## src/rtl/riscv_pkg.sv

```systemverilog
// riscv_pkg: shared definitions for the instruction fetch path.
//   XLEN          - address / instruction width used by buffer entries
//   INSTR_BYTES   - fetch PC increment per word
//   NOP_INSTR     - instruction presented to decode when nothing is valid
//   fetch_entry_t - one buffer slot: fetch PC, returned word, filled flag
package riscv_pkg;

  localparam int XLEN = 32;
  localparam int INSTR_BYTES = 4;
  localparam logic [31:0] NOP_INSTR = 32'h0000_0013;

  typedef struct packed {
    logic [XLEN-1:0] pc;
    logic [XLEN-1:0] instr;
    logic            filled;
  } fetch_entry_t;

endpackage

```

## src/rtl/fetch_buf.sv

```systemverilog
// fetch_buf: ring of DEPTH fetch entries shared by three pointers.
//   wr_ptr   - next slot to allocate (PC stored when the request is accepted)
//   fill_ptr - next slot to receive returned data (responses come back in order)
//   rd_ptr   - head slot presented to decode
// Ports:
//   clk, rst_n             clock, async active-low reset
//   flush                  drop every entry and return all pointers to 0
//   alloc_en / alloc_pc    allocate wr_ptr slot with this PC
//   fill_en / fill_data    write instruction into fill_ptr slot, mark filled
//   pop_en                 release head slot
//   head_valid/pc/instr    contents of head slot
module fetch_buf
  import riscv_pkg::*;
#(
  parameter int DEPTH = 4
) (
  input  logic            clk,
  input  logic            rst_n,
  input  logic            flush,
  input  logic            alloc_en,
  input  logic [XLEN-1:0] alloc_pc,
  input  logic            fill_en,
  input  logic [XLEN-1:0] fill_data,
  input  logic            pop_en,
  output logic            head_valid,
  output logic [XLEN-1:0] head_pc,
  output logic [XLEN-1:0] head_instr
);

  localparam int PW = $clog2(DEPTH);

  fetch_entry_t  mem_r [DEPTH];
  logic [PW-1:0] wr_ptr_r;
  logic [PW-1:0] fill_ptr_r;
  logic [PW-1:0] rd_ptr_r;

  // Ring storage and pointer update. The three slots touched in one cycle are
  // always distinct: alloc targets a free slot, fill an allocated-but-empty
  // slot, pop a filled slot.
  always_ff @(posedge clk or negedge rst_n) begin
    if (!rst_n) begin
      wr_ptr_r   <= PW'(0);
      fill_ptr_r <= PW'(0);
      rd_ptr_r   <= PW'(0);
      for (int i = 0; i < DEPTH; i++) begin
        mem_r[i] <= '{pc: {XLEN{1'b0}}, instr: {XLEN{1'b0}}, filled: 1'b0};
      end
    end else if (flush) begin
      wr_ptr_r   <= PW'(0);
      fill_ptr_r <= PW'(0);
      rd_ptr_r   <= PW'(0);
      for (int i = 0; i < DEPTH; i++) begin
        mem_r[i].filled <= 1'b0;
      end
    end else begin
      if (alloc_en) begin
        mem_r[wr_ptr_r].pc     <= alloc_pc;
        mem_r[wr_ptr_r].filled <= 1'b0;
        wr_ptr_r               <= wr_ptr_r + PW'(1);
      end
      if (fill_en) begin
        mem_r[fill_ptr_r].instr  <= fill_data;
        mem_r[fill_ptr_r].filled <= 1'b1;
        fill_ptr_r               <= fill_ptr_r + PW'(1);
      end
      if (pop_en) begin
        mem_r[rd_ptr_r].filled <= 1'b0;
        rd_ptr_r               <= rd_ptr_r + PW'(1);
      end
    end
  end

  assign head_valid = mem_r[rd_ptr_r].filled;
  assign head_pc    = mem_r[rd_ptr_r].pc;
  assign head_instr = mem_r[rd_ptr_r].instr;

endmodule

```

## src/rtl/instr_fetch_unit.sv

```systemverilog
// instr_fetch_unit: owns the fetch PC, issues in-order word reads to instruction
// memory, buffers returned words with their PC and presents {pc, instr} to decode.
// Ports:
//   clk, rst_n                       clock, async active-low reset
//   redirect_valid / redirect_pc     flush and restart fetch (pc[1:0] ignored)
//   imem_req_valid/ready/addr        read request channel (addr = fetch PC)
//   imem_rsp_valid/data              in-order read data, never back-pressured
//   dec_valid/ready/pc/instr         decode hand-off (instr = NOP when invalid)
//   stall_cnt                        only with FETCH_STALL_CNT_EN: saturating count
//                                    of cycles decode was ready but starved
// Build option: define FETCH_STALL_CNT_EN to add the stall counter and its port.
module instr_fetch_unit
  import riscv_pkg::*;
#(
  parameter int               WIDTH    = 32,
  parameter int               DEPTH    = 4,
  parameter logic [WIDTH-1:0] RESET_PC = 32'h0
) (
  input  logic             clk,
  input  logic             rst_n,
  input  logic             redirect_valid,
  input  logic [WIDTH-1:0] redirect_pc,
  output logic             imem_req_valid,
  input  logic             imem_req_ready,
  output logic [WIDTH-1:0] imem_req_addr,
  input  logic             imem_rsp_valid,
  input  logic [WIDTH-1:0] imem_rsp_data,
  output logic             dec_valid,
  input  logic             dec_ready,
  output logic [WIDTH-1:0] dec_pc,
  output logic [WIDTH-1:0] dec_instr
`ifdef FETCH_STALL_CNT_EN
  ,
  output logic [WIDTH-1:0] stall_cnt
`endif
);

  localparam int CW = $clog2(DEPTH) + 1;

  logic [WIDTH-1:0] fetch_pc_r, fetch_pc_nxt_s;
  logic [CW-1:0]    alloc_r, alloc_nxt_s;        // slots waiting or filled
  logic [CW-1:0]    inflight_r, inflight_nxt_s;  // live requests awaiting data
  logic [CW-1:0]    drop_r, drop_nxt_s;          // stale responses still to discard

  logic             accept_s, rsp_live_s, rsp_drop_s, pop_s;
  logic             head_valid_s;
  logic [XLEN-1:0]  head_pc_s, head_instr_s;

  // Request gated by rst_n so nothing is offered while reset is held.
  assign imem_req_valid = rst_n & (alloc_r < CW'(DEPTH)) & !redirect_valid
                        & (drop_r == CW'(0));
  assign imem_req_addr  = fetch_pc_r;

  assign accept_s   = imem_req_valid & imem_req_ready;
  assign rsp_live_s = imem_rsp_valid & (drop_r == CW'(0)) & !redirect_valid;
  assign rsp_drop_s = imem_rsp_valid & (drop_r != CW'(0));
  assign pop_s      = head_valid_s & dec_ready & !redirect_valid;

  // Next-state for fetch PC and occupancy counters; redirect overrides all.
  always_comb begin
    fetch_pc_nxt_s = fetch_pc_r;
    alloc_nxt_s    = alloc_r;
    inflight_nxt_s = inflight_r;
    drop_nxt_s     = drop_r;
    if (redirect_valid) begin
      fetch_pc_nxt_s = {redirect_pc[WIDTH-1:2], 2'b00};
      alloc_nxt_s    = CW'(0);
      inflight_nxt_s = CW'(0);
      // A response landing in this cycle is discarded now, so it is not
      // waited for again. inflight_r is 0 whenever drop_r is non-zero.
      drop_nxt_s     = drop_r + inflight_r - CW'(imem_rsp_valid);
    end else begin
      if (accept_s) begin
        fetch_pc_nxt_s = fetch_pc_r + WIDTH'(INSTR_BYTES);
      end else begin
        fetch_pc_nxt_s = fetch_pc_r;
      end
      alloc_nxt_s    = alloc_r + CW'(accept_s) - CW'(pop_s);
      inflight_nxt_s = inflight_r + CW'(accept_s) - CW'(rsp_live_s);
      drop_nxt_s     = drop_r - CW'(rsp_drop_s);
    end
  end

  // Fetch PC and counter registers.
  always_ff @(posedge clk or negedge rst_n) begin
    if (!rst_n) begin
      fetch_pc_r <= RESET_PC;
      alloc_r    <= CW'(0);
      inflight_r <= CW'(0);
      drop_r     <= CW'(0);
    end else begin
      fetch_pc_r <= fetch_pc_nxt_s;
      alloc_r    <= alloc_nxt_s;
      inflight_r <= inflight_nxt_s;
      drop_r     <= drop_nxt_s;
    end
  end

  fetch_buf #(
    .DEPTH (DEPTH)
  ) u_fetch_buf (
    .clk        (clk),
    .rst_n      (rst_n),
    .flush      (redirect_valid),
    .alloc_en   (accept_s),
    .alloc_pc   (XLEN'(fetch_pc_r)),
    .fill_en    (rsp_live_s),
    .fill_data  (XLEN'(imem_rsp_data)),
    .pop_en     (pop_s),
    .head_valid (head_valid_s),
    .head_pc    (head_pc_s),
    .head_instr (head_instr_s)
  );

  assign dec_valid = head_valid_s;
  assign dec_pc    = head_valid_s ? WIDTH'(head_pc_s) : WIDTH'(0);
  assign dec_instr = head_valid_s ? WIDTH'(head_instr_s) : WIDTH'(NOP_INSTR);

`ifdef FETCH_STALL_CNT_EN
  logic [WIDTH-1:0] stall_cnt_r;

  // Saturating count of cycles decode was ready but had nothing to take.
  always_ff @(posedge clk or negedge rst_n) begin
    if (!rst_n) begin
      stall_cnt_r <= WIDTH'(0);
    end else if (dec_ready & !head_valid_s & !redirect_valid
                 & (stall_cnt_r != {WIDTH{1'b1}})) begin
      stall_cnt_r <= stall_cnt_r + WIDTH'(1);
    end else begin
      stall_cnt_r <= stall_cnt_r;
    end
  end

  assign stall_cnt = stall_cnt_r;
`else
  // No stall counter in this build.
`endif

endmodule

```

## config.mk

```make
export PLATFORM = sky130hd
export DESIGN_NAME = instr_fetch_unit
export DESIGN_NICKNAME = d
export VERILOG_FILES = /design/src/rtl/riscv_pkg.sv /design/src/rtl/fetch_buf.sv /design/src/rtl/instr_fetch_unit.sv
export SDC_FILE = /design/constraint.sdc
export NUM_CORES = 1
export LEC_CHECK = 0
export BUFFER_PORTS_ARGS = -buffer_cell sky130_fd_sc_hd__buf_4
export CORE_MARGIN = 8
export CORE_UTILIZATION = 25
export DETAILED_ROUTE_END_ITERATION = 10
export HOLD_SLACK_MARGIN = 0.03
export PLACE_DENSITY = 0.49
export SLEW_MARGIN = 10
export SYNTH_ARGS = -nofsm -noshare
export SYNTH_HDL_FRONTEND = slang
export SYNTH_SLANG_ARGS = --single-unit
```

## constraint.sdc

```tcl
create_clock -name clk -period 2.6 [get_ports clk]
set_clock_uncertainty 0.1 [all_clocks]
set_input_delay 0.39 -clock clk [delete_from_list [all_inputs] [get_ports clk]]
set_output_delay 0.39 -clock clk [all_outputs]
set_load 0.03 [all_outputs]
```

==> flow_results.org, run 1 <==
** Outcome
- The flow ran to the end, but the final reports show violations.
- Failing checks :: setup timing

** Place
- After legalization and detailed placement, the total HPWL measured around 24 mm.
- The count of buffers added on input and output ports is roughly 160.
- The number of placed instances, taps included, is approximately 1900.
- Placed Area :: between 15000 and 20000 sq um
- The congestion estimate from routability-driven global placement came to slightly above 0.7.

** Synth
- Sequential cells were found to cover a little over half of the synthesized design area.
- Gate Count Post-Synth :: just over 1000
- Post-synth EDFFs :: 0
- Averaged over all synthesized cells, the footprint is 13.9 sq um.
- Fraction of registers with async set/reset :: 100%
- The synthesized design contains 297 register bits.
- Post-synthesis cell type count :: 52
- The Yosys step of the flow raised 0 warnings.
- Dominant register cell in the synthesized netlist :: sky130_fd_sc_hd__dfrtp_1
- Mapped Area :: about 14000 sq um

** Timing
- Final hold viol count :: 0
- Hold timing on the final database bottoms out at a slack of 0.0700 ns.
- Worst rel slew slack :: a little over two fifths
- In the post-route analysis, the smallest setup slack over all paths is -0.136 ns.
- Worst slew pin tran :: about 0.85 ns
- Timing would allow up to ~0.37 GHz.
- Number of max-slew violations in the final report :: 0
- Setup repair after global routing could not meet its margin everywhere.
- Shortest period the worst path allows :: roughly 2.7 ns
- The final critical path takes up 105% of the cycle.
- Final setup vio count :: 65

** Routing
- Routed Antenna Nets :: 0
- DRT Wirelength :: 43.6 mm
- After detailed routing, the number of vias per cell comes to between 4 and 5.
- After detailed routing, the number of remaining DRC violations is 0.
- In this run, the number of DRC markers left after iteration 0 of detailed routing was between 400 and 500.
- For this block, the via count after detailed routing is approximately 9300.
- The first detailed-routing pass ran for 4 iterations.
- After detailed routing, the average wire length per cell comes to about 21 um.

** Critical path
- Traced cell by cell, the critical path runs through mux4_2 -> buf_12 -> clkbuf_16 -> and2_1 -> buf_6.
- For this design, the slowest cell found on the critical path is sky130_fd_sc_hd__mux4_2.
- At the worst endpoint, the required time is 2.11 ns.
- CP Data Arrival Time :: between 2 and 2.5 ns
- For this run, the slowest stage of the critical path takes 0.55 ns.
- On the critical path the largest part of the delay comes from multiplexers.
- Setup crit start kind :: flop
- Worst-path fanout max :: 9
- Setup slack on the worst reg-to-reg path comes out at -0.11 ns.
- STA classifies the critical path endpoint as a primary output.
- The critical path contains buffers and inverters numbering 3 combined.
- Setup CP Type :: reg2out

** Global routing
- The first global-routing pass estimated around 64 mm of wire.
- All-Layer GR Usage :: roughly an eighth
- After global routing the overflow that remains totals 0.
- The number of global-route vias before repair is 10200.
- Pin count of the biggest net entering global routing :: between 100 and 150
- The number of antenna violations at the first check in global routing is 1.

** Floorplan
- The core region is ~56000 sq um.
- Standard-cell rows :: just under 90
- Die height :: between 200 and 300 um
- Die Span X :: 254 um
- Number of placed I/O pins :: between 150 and 200
- Area of the die :: between 60000 and 70000 sq um
- For this configuration, the core starts out at a cell density of roughly 25%.

** Finish
- Number of filler cells placed in the layout :: approximately 5500
- Relative area change from synthesis to final layout :: 34.6%
- Of the cells placed in the final design, the portion with a size suffix greater than 1 is between 50% and 60%.
- The finished cells cover 19000 sq um.
- At the end of the flow, the number of nets in the layout was roughly 1400.
- Final design utilization :: 33.9%
- After the flow finishes, the layout carries non-filler instances totaling around 2000.

** Clock tree
- Register clock-pin slew on the reported worst setup and hold paths :: 0.06 ns
- The longest clock path from root to sink contains 3 buffers.
- TritonCTS built the clock tree.
- For the worst-skew pair, the clock arrives at the later sink with an insertion delay of ~0.54 ns.
- CTS H-Tree Depth :: 2
- CTS Sinks :: 297
- TritonCTS created 36 clock buffers.
- Root buffer selected by CTS :: sky130_fd_sc_hd__clkbuf_16

** Power
- Power share of the sequential group :: between 40% and 50%
- Largest vdd supply drop :: between 0.4 and 0.5 mV
- In this run the static leakage power is 8.83 nW.
- Ratio of total power to cell area :: 757 nW/um^2
- Cell internal power was estimated by the tool at around 10 mW.
- The clock network burns between 30% and 40% of the power.
- Switching power of the nets :: about 4 mW
- Share of total power consumed by net switching :: 27.9%
- Share of total power in combinational logic :: 24.2%

** Flow run
- Max capacitance violation total :: 0

** Hold path
- In this run the worst hold path is classified as in2reg.
[synthesized netlist by cell type, types with 5 or more instances]
cell type | number | area (sq um)
sky130_fd_sc_hd__nand4_1 | 12 | 75.1
sky130_fd_sc_hd__o211ai_1 | 6 | 45.0
sky130_fd_sc_hd__buf_2 | 27 | 135
sky130_fd_sc_hd__clkbuf_1 | 31 | 116
sky130_fd_sc_hd__nor4_1 | 5 | 31.3
sky130_fd_sc_hd__xnor2_1 | 8 | 70.1
sky130_fd_sc_hd__a22oi_1 | 5 | 37.5
sky130_fd_sc_hd__a21oi_1 | 9 | 45.0
sky130_fd_sc_hd__buf_1 | 12 | 45.0
sky130_fd_sc_hd__o21ai_0 | 28 | 140
sky130_fd_sc_hd__mux2i_1 | 6 | 60.1
sky130_fd_sc_hd__and2_1 | 61 | 382
sky130_fd_sc_hd__a221o_1 | 5 | 50.1
sky130_fd_sc_hd__mux4_2 | 63 | 1420
sky130_fd_sc_hd__nand2_1 | 54 | 203
sky130_fd_sc_hd__inv_1 | 20 | 75.1
sky130_fd_sc_hd__nand3_1 | 17 | 85.1
sky130_fd_sc_hd__buf_4 | 5 | 37.5
sky130_fd_sc_hd__nor3_1 | 6 | 30.0
sky130_fd_sc_hd__ha_1 | 22 | 275
sky130_fd_sc_hd__dfrtp_1 | 297 | 7430
sky130_fd_sc_hd__mux2_2 | 240 | 2700
sky130_fd_sc_hd__nor2_1 | 22 | 82.6
[timing repair]
| item | 4_1_cts | 5_1_grt |
|---|---|---|
| hold buffers | 61 | 0 |
| cloned | 6 | 6 |
| buffers inserted | 3 | 4 |
| hold endpoints to repair | 185 | 0 |
| gates resized for setup | 93 | 55 |
| pin swaps | 0 | 9 |
| endpoints found under the setup margin | 64 | 65 |
[state kept, by name (all words and copies together) (netlist names)]
register and count:
inflight_r 3, drop_r 3, u_fetch_buf.wr_ptr_r 2, u_fetch_buf.mem_r 252
imem_req_addr 30, u_fetch_buf.fill_ptr_r 2, u_fetch_buf.rd_ptr_r 2, alloc_r 3
[power by group through the flow]
stage / Combinational, mW / Sequential [mW] / Clock [mW]
floorplan: 1.94 / 5.82 / 0
global placement: 2.89 / 5.84 / 0
detailed placement: 2.95 / 5.87 / 0
CTS: 3.29 / 5.79 / 5.29
global route: 3.75 / 5.90 / 5.46
finish: 3.48 / 5.80 / 5.10
[kinds of logic after synthesis]
group	after synthesis	synth area share [%]
flip-flops	297	52.7
XOR/XNOR	12	0.745
other	1	0.0266
multiplexers	309	29.6
AND/OR/NAND/NOR	204	8.13
buffers and inverters	98	3.04
adder cells (fa/ha/maj)	25	2.38
AO/OA/AOI/OAI	72	3.34
[layer usage]
metal	wire, um	global-route usage [%]	vias to the layer above
li1	-	-	4183
met1	19600	16.9	4905
met2	21100	21.3	149
met3	1830	2.74	61
met4	1090	4.26	0
met5	0	0	-
[cells in the final DEF (no fill, tap or decap), types with 4 or more instances in the layout]
master / count
sky130_fd_sc_hd__a22oi_1: 5
sky130_fd_sc_hd__ha_1: 20
sky130_fd_sc_hd__inv_1: 19
sky130_fd_sc_hd__buf_6: 67
sky130_fd_sc_hd__o21ai_0: 28
sky130_fd_sc_hd__o211ai_1: 6
sky130_fd_sc_hd__conb_1: 4
sky130_fd_sc_hd__mux2_2: 240
sky130_fd_sc_hd__a21oi_1: 9
sky130_fd_sc_hd__xor2_1: 4
sky130_fd_sc_hd__nand2_1: 45
sky130_fd_sc_hd__mux4_2: 63
sky130_fd_sc_hd__o311ai_0: 4
sky130_fd_sc_hd__nor4_1: 5
sky130_fd_sc_hd__dlygate4sd3_1: 61
sky130_fd_sc_hd__mux2i_1: 6
sky130_fd_sc_hd__xnor2_1: 7
sky130_fd_sc_hd__nand4_1: 12
sky130_fd_sc_hd__buf_12: 5
sky130_fd_sc_hd__nand3_1: 17
sky130_fd_sc_hd__clkbuf_8: 8
sky130_fd_sc_hd__clkbuf_16: 40
sky130_fd_sc_hd__a221o_1: 5
sky130_fd_sc_hd__dfrtp_1: 295
sky130_fd_sc_hd__nor2_1: 21
sky130_fd_sc_hd__and2_4: 58
sky130_fd_sc_hd__buf_4: 136
sky130_fd_sc_hd__nand2_2: 8
sky130_fd_sc_hd__clkbuf_1: 6
sky130_fd_sc_hd__nor3_1: 6
sky130_fd_sc_hd__buf_16: 9
sky130_fd_sc_hd__and3_1: 4
[tightest hold or removal path: cells and delay by family]
| kind | cells | cell delay [ns] |
|---|---|---|
| AOI/OAI and AO/OA | 2 | 0.16 |
| buffers and inverters | 1 | 0.09 |
| and+or+nand+nor | 1 | 0.04 |
[per-stage QoR]
step / setup TNS, ns / worst slack [ns] / power [mW]
final: -6.75 / -0.136 / 14.4
after global routing: -11.08 / -0.207 / 15.1
after CTS: -9.40 / -0.185 / 14.4
after detailed placement: -0.0171 / -0.0171 / 8.81
after global placement: 0 / 0.00290 / 8.73
after floorplan: -0.0271 / -0.0271 / 7.75
[area by class of cell]
class                   count  area [sq um]  share of cell area (%)
clock inverters             9           129                   0.679
clock buffers              51          1060                    5.58
multi-input cells         626          6480                    34.2
well taps                 756           946                    4.98
flip-flops and latches    297          7440                    39.2
repair buffers            283          2840                    15.0
diodes                      2          5.00                  0.0264
inverters                  21          78.8                   0.415
[path summary, 6_finish.rpt]
| kind | start | end | cells after the start |
|---|---|---|---|
| worst min-delay path | redirect_pc[16] | imem_req_addr[16] | 4 |
| min in group asynchronous | rst_n | drop_r[0] | 3 |
| worst max register to register | u_fetch_buf.rd_ptr_r[0] | alloc_r[2] | 12 |
| worst max-delay path | u_fetch_buf.rd_ptr_r[0] | dec_instr[5] | 5 |
| max in group asynchronous | rst_n | u_fetch_buf.mem_r[59] | 4 |
| worst min register to register | u_fetch_buf.mem_r[167] | u_fetch_buf.mem_r[167] | 2 |
(Power assumes the default switching activity.)
==> run 2, diff against run 1 <==
--- a/config.mk
+++ b/config.mk
@@ -8,6 +8,7 @@
 export BUFFER_PORTS_ARGS = -buffer_cell sky130_fd_sc_hd__buf_4
 export CORE_MARGIN = 8
 export CORE_UTILIZATION = 25
+export CTS_BUF_LIST = sky130_fd_sc_hd__clkbuf_16
 export DETAILED_ROUTE_END_ITERATION = 10
 export HOLD_SLACK_MARGIN = 0.03
 export PLACE_DENSITY = 0.49
==> run 2 against run 1 <==
Highest routed layer unchanged. Critical endpoint unchanged. Cell count is 0.20% lower. Sequential power hardly changed. Largest power group unchanged. The run still ends with setup timing left. Die area stayed put. Core utilization is 0.25 points lower.
==> flow_results.org, run 2 (synthesized netlist as in run 1, its figures left out) <==
** Timing
- Final hold viol count :: 0 (unchanged)
- Setup repair after global routing could not meet its margin everywhere.
- Shortest period the worst path allows :: 2.73 ns (-0.00366 ns)
- The number of max-slew violations in the final report was 0 (unchanged).
- The worst relative slew slack is 45.5% (+2.2 points).
- Period utilisation layout :: 105% (-0.14 points)
- The slew of the pin with the lowest slew margin came to 0.817 ns (-0.0336 ns).
- The total of endpoints with negative setup slack in the final report was 63 (-3.1%).
- The minimum setup slack in the final design is -0.133 ns (+0.00366 ns).
- The maximum operating frequency came to 0.366 GHz (+0.13%).

** Critical path
- CP Data Arrival Time :: 2.24 ns (about the same)
- The worst setup path is launched from a flop.
- The critical path is of the reg2out type.
- Type of destination of the critical path :: primary output
- The required time reported for the critical path endpoint is 2.11 ns (about the same).
- The biggest fanout along the worst timing path was 9 (unchanged).

** Global routing
- Initial antenna violation count :: 1 (unchanged)
- Pin count of the biggest net entering global routing :: 142 (unchanged)
- The number of global-route vias before repair came to 10200 (-0.12%).
- The overall overflow remaining after global route was 0 (unchanged).
- Global-route wire length before repair :: 63.7 mm (about the same)
- The total global-route track usage came to 13.0% (about the same).

** Routing
- The detailed-route wire length on metal 1 was 19.5 mm (-0.34%).
- The detailed route wirelength on metal3 came to 1.73 mm (-5.8%).
- Routed Antenna Nets :: 0 (unchanged)
- First-pass detailed-route iteration total :: 4 (unchanged)
- The number of vias per cell after detailed routing was 4.55 (about the same).
- Wirelength per Cell :: 21.3 um (about the same)
- Number of vias in the routed layout :: 9287 (-0.12%)
- The post-detailed-routing wire length is 43.5 mm (-0.16%).
- The met2 wire length came to 21.3 mm (+1.1%).
- The number of DRC violations after detailed routing was 0 (unchanged).
- The number of violations reported at the end of detailed-routing iteration 0 is 504 (+5.0%).
- The highest metal layer carrying signal wires in the routed design is met4.

** Outcome
- Outcome :: finished, violations left
- The final reports fail on setup timing.

** Finish
- Leading cell types in the layout, fill and taps excluded :: sky130_fd_sc_hd__dfrtp_1 (295), sky130_fd_sc_hd__mux2_2 (240), sky130_fd_sc_hd__buf_4 (133), sky130_fd_sc_hd__buf_6 (67), sky130_fd_sc_hd__mux4_2 (63)
- Final design utilization :: 33.6% (-0.25 points)
- The final instance count without filler cells came to 2041 (-0.20%).
- The fraction of final layout cells sized beyond drive strength 1 is 50.8% (-1.1 points).
- NumNets Final :: 1357 (-0.22%)
- The area growth from synthesis to layout is 33.6%.
- Register with the highest flop count :: u_fetch_buf.mem_r
- Most frequent standard cell in the layout excluding fill and tap cells :: sky130_fd_sc_hd__dfrtp_1
- The flip-flop count of the largest register after layout is 252 (unchanged).

** Clock tree
- Clock latency on the worst-skew pair :: 0.53 ns (about the same)
- CTS Sinks :: 297 (unchanged)
- TritonCTS built the clock tree.
- The worst-case clock buffer depth is 3 (unchanged).
- Clock buffers created by TritonCTS :: 36 (unchanged)
- CTS H-Tree Depth :: 2 (unchanged)
- Register clock-pin slew on the reported worst setup and hold paths :: 0.06 ns (about the same)
- Root buffer selected by CTS :: sky130_fd_sc_hd__clkbuf_16

** Floorplan
- Die height :: 254 um (unchanged)
- Die Span X :: 254 um (unchanged)
- The placeable core region came to 56100 sq um (unchanged).
- Initial standard-cell utilization of the core :: 25.2% (unchanged)
- Number of placed I/O pins :: 168 (unchanged)
- The row count is 87 (unchanged).
- Area of the die :: 64300 sq um (unchanged)

** Place
- The post-place setup slack is -0.0171 ns (unchanged).
- Global placement routability congestion :: 0.727 (unchanged)
- Detailed Place HPWL :: 24.5 mm (unchanged)
- Port Buffers :: 161 (unchanged)
- Post-Place Cells :: 1903 (unchanged)

** Hold path
- Path category of the worst min-delay check :: in2reg

** Flow run
- Max capacitance violation total :: 0 (unchanged)

** Power
- The ratio of total power to cell area came to 747 nW/um^2 (-1.3%).
- P_leak :: 8.80 nW (-0.39%)
- The worst supply voltage drop on vdd is 0.450 mV (+3.5%).
## run 2: changes by cell type in the layout (fill, tap and decap cells not counted), sizes merged
cell    before  now
clkbuf      54   40
clkinv       4   12
inv         21   27
buf        219  216
diode        2    1
## run 2: report_power, final
group          switching (mW)  total [mW]  leakage, nW  internal (mW)
Combinational            1.57        3.46         4.24           1.88
Sequential              0.440        5.80         3.99           5.36
Clock                    1.97        4.83        0.559           2.86
## run 2: cell type report
type,instances,area (sq um)
clock buffer,37,926
clock inverter,23,181
sequential,297,7440
multi-input combinational,626,6440
antenna,1,2.50
inverter,21,78.8
fill,5556,37200
tap,756,946
timing repair buffer,280,2820
## run 2: critical path, cell delays in order, from the launching register on
cell                        delay, ns
sky130_fd_sc_hd__dfrtp_4         0.48
sky130_fd_sc_hd__mux4_2          0.55
sky130_fd_sc_hd__buf_12          0.18
sky130_fd_sc_hd__clkbuf_16       0.19
sky130_fd_sc_hd__and2_1          0.16
sky130_fd_sc_hd__buf_6           0.14
## run 2: layer usage
| metal | GRT usage (%) | vias up |
|---|---|---|
| li1 | - | 4178 |
| met1 | 17.0 | 4899 |
| met2 | 21.5 | 151 |
| met3 | 2.62 | 59 |
| met4 | 3.90 | 0 |
| met5 | 0 | - |
## run 2: repair_timing
action                     CTS  global route
gates resized for setup     93            49
setup buffers                3             1
gates cloned                 6             6
pin swaps                    0             4
hold endpoints to repair   185             0
hold buffers                61             0
setup endpoints to repair   64            65
## run 2: stage by stage
stage / instance area (sq um) / total power [mW] / hold slack, ns / TNS (ns)
2_1_floorplan: 14100 / 7.75 / -0.00559 / -0.0271
3_3_place_gp: 16300 / 8.73 / 0.359 / 0
3_5_place_dp: 16300 / 8.81 / 0.372 / -0.0171
4_1_cts: 18500 / 14.1 / 0.0406 / -9.35
5_1_grt: 18800 / 14.8 / 0.0606 / -11.58
6_report: 18800 / 14.1 / 0.0698 / -6.31
## run 2: path summary, 6_finish.rpt
kind,from,to,slack [ns],depth (start not counted)
min reg2reg,u_fetch_buf.mem_r[37],u_fetch_buf.mem_r[37],0.38,2
max,u_fetch_buf.rd_ptr_r[0],dec_instr[5],-0.13,5
max reg2reg,u_fetch_buf.rd_ptr_r[0],alloc_r[2],-0.07,11
max in group asynchronous,rst_n,u_fetch_buf.mem_r[253],0.73,4
min,redirect_pc[16],imem_req_addr[16],0.07,4
min in group asynchronous,rst_n,u_fetch_buf.mem_r[190],0.49,3
